[src/rtl/hazard_stall_ctrl.sv]
// Hazard detection between ID decode and the ID/EX register: load-use and
// divider/HI-LO hazards, divider occupancy tracking and a saturating stall counter.
module hazard_stall_ctrl #(
  parameter int DIV_CYCLES = 32,
  parameter int CNT_W      = 6,
  parameter int PERF_W     = 16
) (
  input  logic              cpu_clk,
  input  logic              reset,
  input  logic              flush,
  input  logic [4:0]        ID_rs,
  input  logic [4:0]        ID_rt,
  input  logic              ID_uses_rt,
  input  logic              ID_DivSel,
  input  logic              ID_HiLo,
  input  logic              EX_MemRead,
  input  logic              EX_RegWrite,
  input  logic [4:0]        EX_wr_addr,
  input  logic              EX_DivSel,
  output logic              pc_hold,
  output logic              if_id_hold,
  output logic              id_ex_bubble,
  output logic              div_busy,
  output logic              div_done,
  output logic [PERF_W-1:0] stall_cycles,
  output logic              dbg_div_state
);

  typedef enum logic {
    IDLE = 1'b0,
    BUSY = 1'b1
  } div_state_t;

  localparam logic [CNT_W-1:0] RELOAD = CNT_W'(DIV_CYCLES - 1);

  div_state_t        state, state_nxt;
  logic [CNT_W-1:0]  cnt, cnt_nxt;
  logic              done_nxt;
  logic              load_use;
  logic              div_hazard;
  logic              stall;

  // $0 is hardwired zero, so a load targeting it never creates a dependency.
  always_comb begin
    load_use = EX_MemRead & EX_RegWrite & (EX_wr_addr != 5'd0) &
               ((EX_wr_addr == ID_rs) | (ID_uses_rt & (EX_wr_addr == ID_rt)));
    div_hazard = div_busy & (ID_HiLo | ID_DivSel);
    stall = (load_use | div_hazard) & ~flush & ~reset;
  end

  assign pc_hold       = stall;
  assign if_id_hold    = stall;
  assign id_ex_bubble  = stall;
  assign div_busy      = (state == BUSY);
  assign dbg_div_state = state;

  // A new divide entering EX while busy restarts the count and drops the old result.
  always_comb begin
    state_nxt = state;
    cnt_nxt   = cnt;
    done_nxt  = 1'b0;
    case (state)
      IDLE: begin
        if (EX_DivSel) begin
          state_nxt = BUSY;
          cnt_nxt   = RELOAD;
        end
      end
      BUSY: begin
        if (EX_DivSel) begin
          cnt_nxt = RELOAD;
        end else if (cnt != '0) begin
          cnt_nxt = cnt - 1'b1;
        end else begin
          state_nxt = IDLE;
          done_nxt  = 1'b1;
        end
      end
      default: begin
        state_nxt = IDLE;
        cnt_nxt   = '0;
      end
    endcase
  end

  always_ff @(negedge cpu_clk or posedge reset) begin
    if (reset) begin
      state    <= IDLE;
      cnt      <= '0;
      div_done <= 1'b0;
    end else begin
      state    <= state_nxt;
      cnt      <= cnt_nxt;
      div_done <= done_nxt;
    end
  end

  always_ff @(negedge cpu_clk or posedge reset) begin
    if (reset) begin
      stall_cycles <= '0;
    end else if (stall && (stall_cycles != '1)) begin
      stall_cycles <= stall_cycles + 1'b1;
    end
  end

endmodule
[config.mk]
export PLATFORM = sky130hd
export DESIGN_NAME = hazard_stall_ctrl
export DESIGN_NICKNAME = d
export VERILOG_FILES = /design/src/rtl/hazard_stall_ctrl.sv
export SDC_FILE = /design/constraint.sdc
export NUM_CORES = 1
export LEC_CHECK = 0
export CAP_MARGIN = 20
export CORE_ASPECT_RATIO = 1.1
export CORE_MARGIN = 4
export CORE_UTILIZATION = 40
export DETAILED_ROUTE_END_ITERATION = 6
export GPL_TIMING_DRIVEN = 0
export HOLD_SLACK_MARGIN = 0.15
export PLACE_DENSITY = 0.79
export SKIP_LAST_GASP = 1
export SYNTH_ARGS = -nofsm -noshare
export SYNTH_HDL_FRONTEND = slang
export SYNTH_SLANG_ARGS = --single-unit
[constraint.sdc]
create_clock -name cpu_clk -period 3.5 [get_ports cpu_clk]
set_input_delay 0.35 -clock cpu_clk [delete_from_list [all_inputs] [get_ports cpu_clk]]
set_output_delay 0.35 -clock cpu_clk [all_outputs]
set_load 0.05 [all_outputs]
### Word-level counts from Yosys, hierarchy flattened

Cells that the tools add are included.

| operators by class | value |
|---|---|
| bitwise logic cells | 13 |
| equality and inequality tests | 5 |
| add/sub/neg operators | 2 |
| mux-type cells | 11 |
| reductions and logical operators | 4 |

Operators with widths:

| kind | number |
|---|---|
| 6-bit two-way mux | 3 |
| 16-bit by 1-bit adder with 16-bit output (second input constant) | 1 |
| 16-bit inequality test (second input constant) | 1 |
| 6-bit one-hot mux with 2 select lines | 1 |
| 5-bit equality test | 2 |
| 1-bit bitwise AND | 7 |
| 1-bit two-way mux | 6 |
| 6-bit nonzero test | 1 |
| 6-bit by 1-bit subtractor with 6-bit output (second input constant) | 1 |
| 5-bit nonzero test | 1 |
| 3-bit by 2-bit inequality test with 1-bit output (second input constant) | 1 |
| 1-bit inverter | 3 |
| 1-bit bitwise OR | 3 |
| 2-bit inequality test (second input constant) | 1 |
| 1-bit one-hot mux with 2 select lines | 1 |
| 2-bit AND reduction | 1 |
| 1-bit logical AND | 1 |

| word-level totals | value |
|---|---|
| word-level logic and storage cells | 39 |
| input port bits | 24 |
| register bits | 24 |
| output and inout port bits | 22 |

### Logic depth before layout (Yosys ltp)

| depth | value |
|---|---|
| word-level depth | 8 |
| depth in mapped cells | 8 |
| depth with buffers taken out | 7 |

==> out/qor.txt <==
Status = complete, but fails checks
Failing checks = negative setup slack
Reg-to-Reg Start = stall_cycles[0]$_DFFE_NP0P_
CTS tree = built
Initial Utilization = 41.8%
RR Endpoint = stall_cycles[13]$_DFFE_NP0P_
Placed Cells = 232
Critical path arrival = 3.21 ns
R2R setup slack = 1.37 ns
Die Wd = 64.5 um
Top-level I/O count = 46
Routability Congestion = 0.792
CTS Hold Bufs = 0
Vias per cell = 5.18
Power Density = 336 nW/um2
CP Depth = 5
Main synth FF type = dfrtn_1
Layout fillers = 307
TritonRoute pass-1 iters = 4
# nets final = 222
Endpoint class of the critical path = output pin
Mapped Cells = 139
Layout Cells excl Fill = 243
Largest net degree at the start of global routing = 25
Port Buffer Count = 45
Synthesis Warnings = 0
Synthesis-to-layout area growth = 51.5%
Multi-input gate area = 852 um2
Routed via count = 1259
Seq/Total Area, Yosys = 42.8%
Critical path's slowest cell = dfrtn_1
Core area = 3360 um2
Residual DRC = 0
Reg area = 601 um2
Vias in the first global route = 1332
Clock root buffer = clkbuf_4
CP peak stage delay = 0.46 ns
Critical Path Source Type = flip-flop
Crit Path Class = flip-flop to output pin
Tightest Hold Check Type = flip-flop to flip-flop
Antenna violations before repair = 0
Top cell family by delay on the critical path = flip-flops
Max-slew violation count = 0
CTS Buffer Depth = 2
Mux cell area share after synthesis = 1.60%
Share of cells above drive strength 1 = 27.2%
Die Height = 70.1 um
WL/cell = 14.9 um
Htree depth = 1
Adder-cell area share of the yosys netlist = 1.78%
Worst R2R Path Depth = 8
Clk_lat worst skew = 0.32 ns
RSZ-0062 raised after global routing = true
Worst slew margin = 38.2%
Syn_nets = 165
Lkg Pwr = 1.03 nW
Crit path to = id_ex_bubble
Max cap viols = 0
# setup viols final = 3
Synth Area in Compound Gates = 6.33%
Number of enable flip-flop cells after synthesis = 0
CTS sink count = 24
Mapped Avg Cell Area = 10.1 um2
Yosys reg bits = 24
Clk slew on worst S/H paths = 0.09 ns
Gr usage total = 16.9%
Ys async rst share = 100%
First-pass GRT wire length = 6140 um
Die ar. = 4520 um2
HPWL Detailed = 2590 um
Slew @ Worst Pin = 0.925 ns
Grt total ovfl = 0
ANT cells = 0
DRT antenna net count = 0
CP required = 3.15 ns
Total placed instance area = 1950 um2
Final Hold Viols = 0
Crit-path max FO = 3
Synth Area in Simple Gates = 26.1%
XOR/XNOR Fraction of Synth Area = 16.8%
Cells along the critical path = clkbuf_8 -> o211ai_1 -> nand2_4 -> buf_6 -> buf_8
TritonCTS Buffers = 3
Max VDD drop = 313 uV
Mapped cell area = 1400 um2
Final WS setup = -0.0588 ns
Post-route cell area = 2130 um2
Distinct cells, synth = 34
Combinational family with the most area after synthesis = simple AND/OR/NAND/NOR gates
Row count = 22
Initial drt markers = 29
Bufs and invs on worst path = 3
DRT Wirelength = 3620 um
Crit. Startpoint = dbg_div_state$_DFF_NP0_
Worst Skew = 0.00396 ns
## final cells by class
class,instances,share of cell area [%]
repair buffers,52,22.8
plain buffers,6,3.47
multi-input cells,104,40.1
flip-flops and latches,24,28.2
clock buffers,4,1.71
well taps,48,2.82
inverters,5,0.882
## Yosys cell counts, drive strengths merged (2+ instances only)
| cell type | number | share of area, % |
|---|---|---|
| nor2b | 2 | 0.89 |
| inv | 5 | 1.3 |
| mux2 | 2 | 1.6 |
| nor4b | 3 | 2.9 |
| nor3 | 10 | 3.9 |
| nor4 | 4 | 3.7 |
| nor2 | 7 | 1.9 |
| or2 | 3 | 1.3 |
| nand3 | 8 | 2.9 |
| ha | 2 | 1.8 |
| a22oi | 2 | 1.1 |
| nand4 | 2 | 0.89 |
| nand2b | 3 | 1.3 |
| dfrtn | 24 | 43 |
| buf | 5 | 2.9 |
| o21ai | 2 | 0.71 |
| nor3b | 3 | 1.6 |
| and3 | 4 | 1.8 |
| xnor2 | 7 | 4.4 |
| a21oi | 3 | 1.1 |
| xor2 | 20 | 12 |
| nand2 | 11 | 2.9 |
## report_power, final
part	switching, mW	internal (mW)
combinational	0.145	0.0893
clock	0.0874	0.0638
sequential	0.0263	0.302
## per-layer routing
metal  GRT usage (%)  up-vias  routed length, um
met5               0        -                  0
met4            7.98        0                 75
met3            2.41        7                199
met2            30.4       41               2000
met1            19.4      622               1350
li1                -      589                  -
## layout by cell type, fill, tap and decap left out, types with 3 or more instances in the layout
| cell | Yosys | final |
|---|---|---|
| nor3_1 | 9 | 7 |
| or2_2 | 3 | 3 |
| buf_8 | 0 | 5 |
| nor4_2 | 2 | 3 |
| clkdlybuf4s50_1 | 0 | 9 |
| buf_4 | 4 | 6 |
| nand3_1 | 8 | 7 |
| dlymetal6s2s_1 | 0 | 4 |
| buf_2 | 0 | 4 |
| inv_1 | 5 | 5 |
| dlygate4sd2_1 | 0 | 13 |
| nand2b_1 | 3 | 3 |
| clkbuf_4 | 0 | 3 |
| xnor2_1 | 7 | 7 |
| buf_6 | 1 | 3 |
| and3_1 | 4 | 3 |
| dfrtn_1 | 24 | 24 |
| nand2_1 | 11 | 10 |
| clkdlybuf4s15_1 | 0 | 8 |
| xor2_1 | 20 | 19 |
| nor2_1 | 7 | 5 |
| clkbuf_2 | 0 | 3 |
## worst min-delay path by stage
stage                     slack [ns]                          from                           end  cells past startpoint
final                           0.44   stall_cycles[8]$_DFFE_NP0P_   stall_cycles[8]$_DFFE_NP0P_                      1
after CTS                       0.44   stall_cycles[8]$_DFFE_NP0P_   stall_cycles[8]$_DFFE_NP0P_                      1
after detailed placement        0.44   stall_cycles[8]$_DFFE_NP0P_   stall_cycles[8]$_DFFE_NP0P_                      1
after floorplan                 0.44            cnt[1]$_DFFE_NP0P_            cnt[1]$_DFFE_NP0P_                      1
after global routing            0.46   stall_cycles[8]$_DFFE_NP0P_   stall_cycles[8]$_DFFE_NP0P_                      1
after global placement          0.44  stall_cycles[10]$_DFFE_NP0P_  stall_cycles[10]$_DFFE_NP0P_                      1
## worst register-to-register path: stages, from the launching register on
cell	delay (ns)
dfrtn_1	0.49
ha_1	0.20
and3_1	0.18
nor2b_1	0.25
nand3_1	0.16
o22ai_4	0.26
buf_2	0.23
nor3_1	0.08
xor2_1	0.14
## sequential cells by signal, indices dropped and copies added, names as in the netlist
| name | cells |
|---|---|
| cnt | 6 |
| stall_cycles | 16 |
| dbg_div_state | 1 |
| div_done | 1 |
## cell families (layout without fill, tap and decap cells)
group	after synthesis	in the layout
compound gates	13	13
buf+inv	11	67
xor+xnor	27	27
simple gates	60	60
fa+ha+maj	2	2
mux	2	2
flops	24	24
## through the flow
stage	setup WS, ns	hold slack, ns	util (%)	TNS (ns)	power (mW)
4_1_cts	-0.168	0.445	60.8	-0.254	0.708
3_3_place_gp	-0.671	0.441	58.1	-9.76	0.558
6_report	-0.0588	0.439	63.3	-0.165	0.714
2_1_floorplan	-0.100	0.443	-	-0.206	0.472
5_1_grt	-0.138	0.456	63.3	-0.393	0.753
3_5_place_dp	-0.711	0.438	58.1	-10.81	0.563
## what timing repair did
action | 4_1_cts | 5_1_grt
endpoints found under the setup margin | 38 | 27
resized for setup | 76 | 32
pin swaps | 14 | 10
gates cloned | 2 | 0
buffers inserted | 4 | 1
Power figures use the tool's default switching activity.
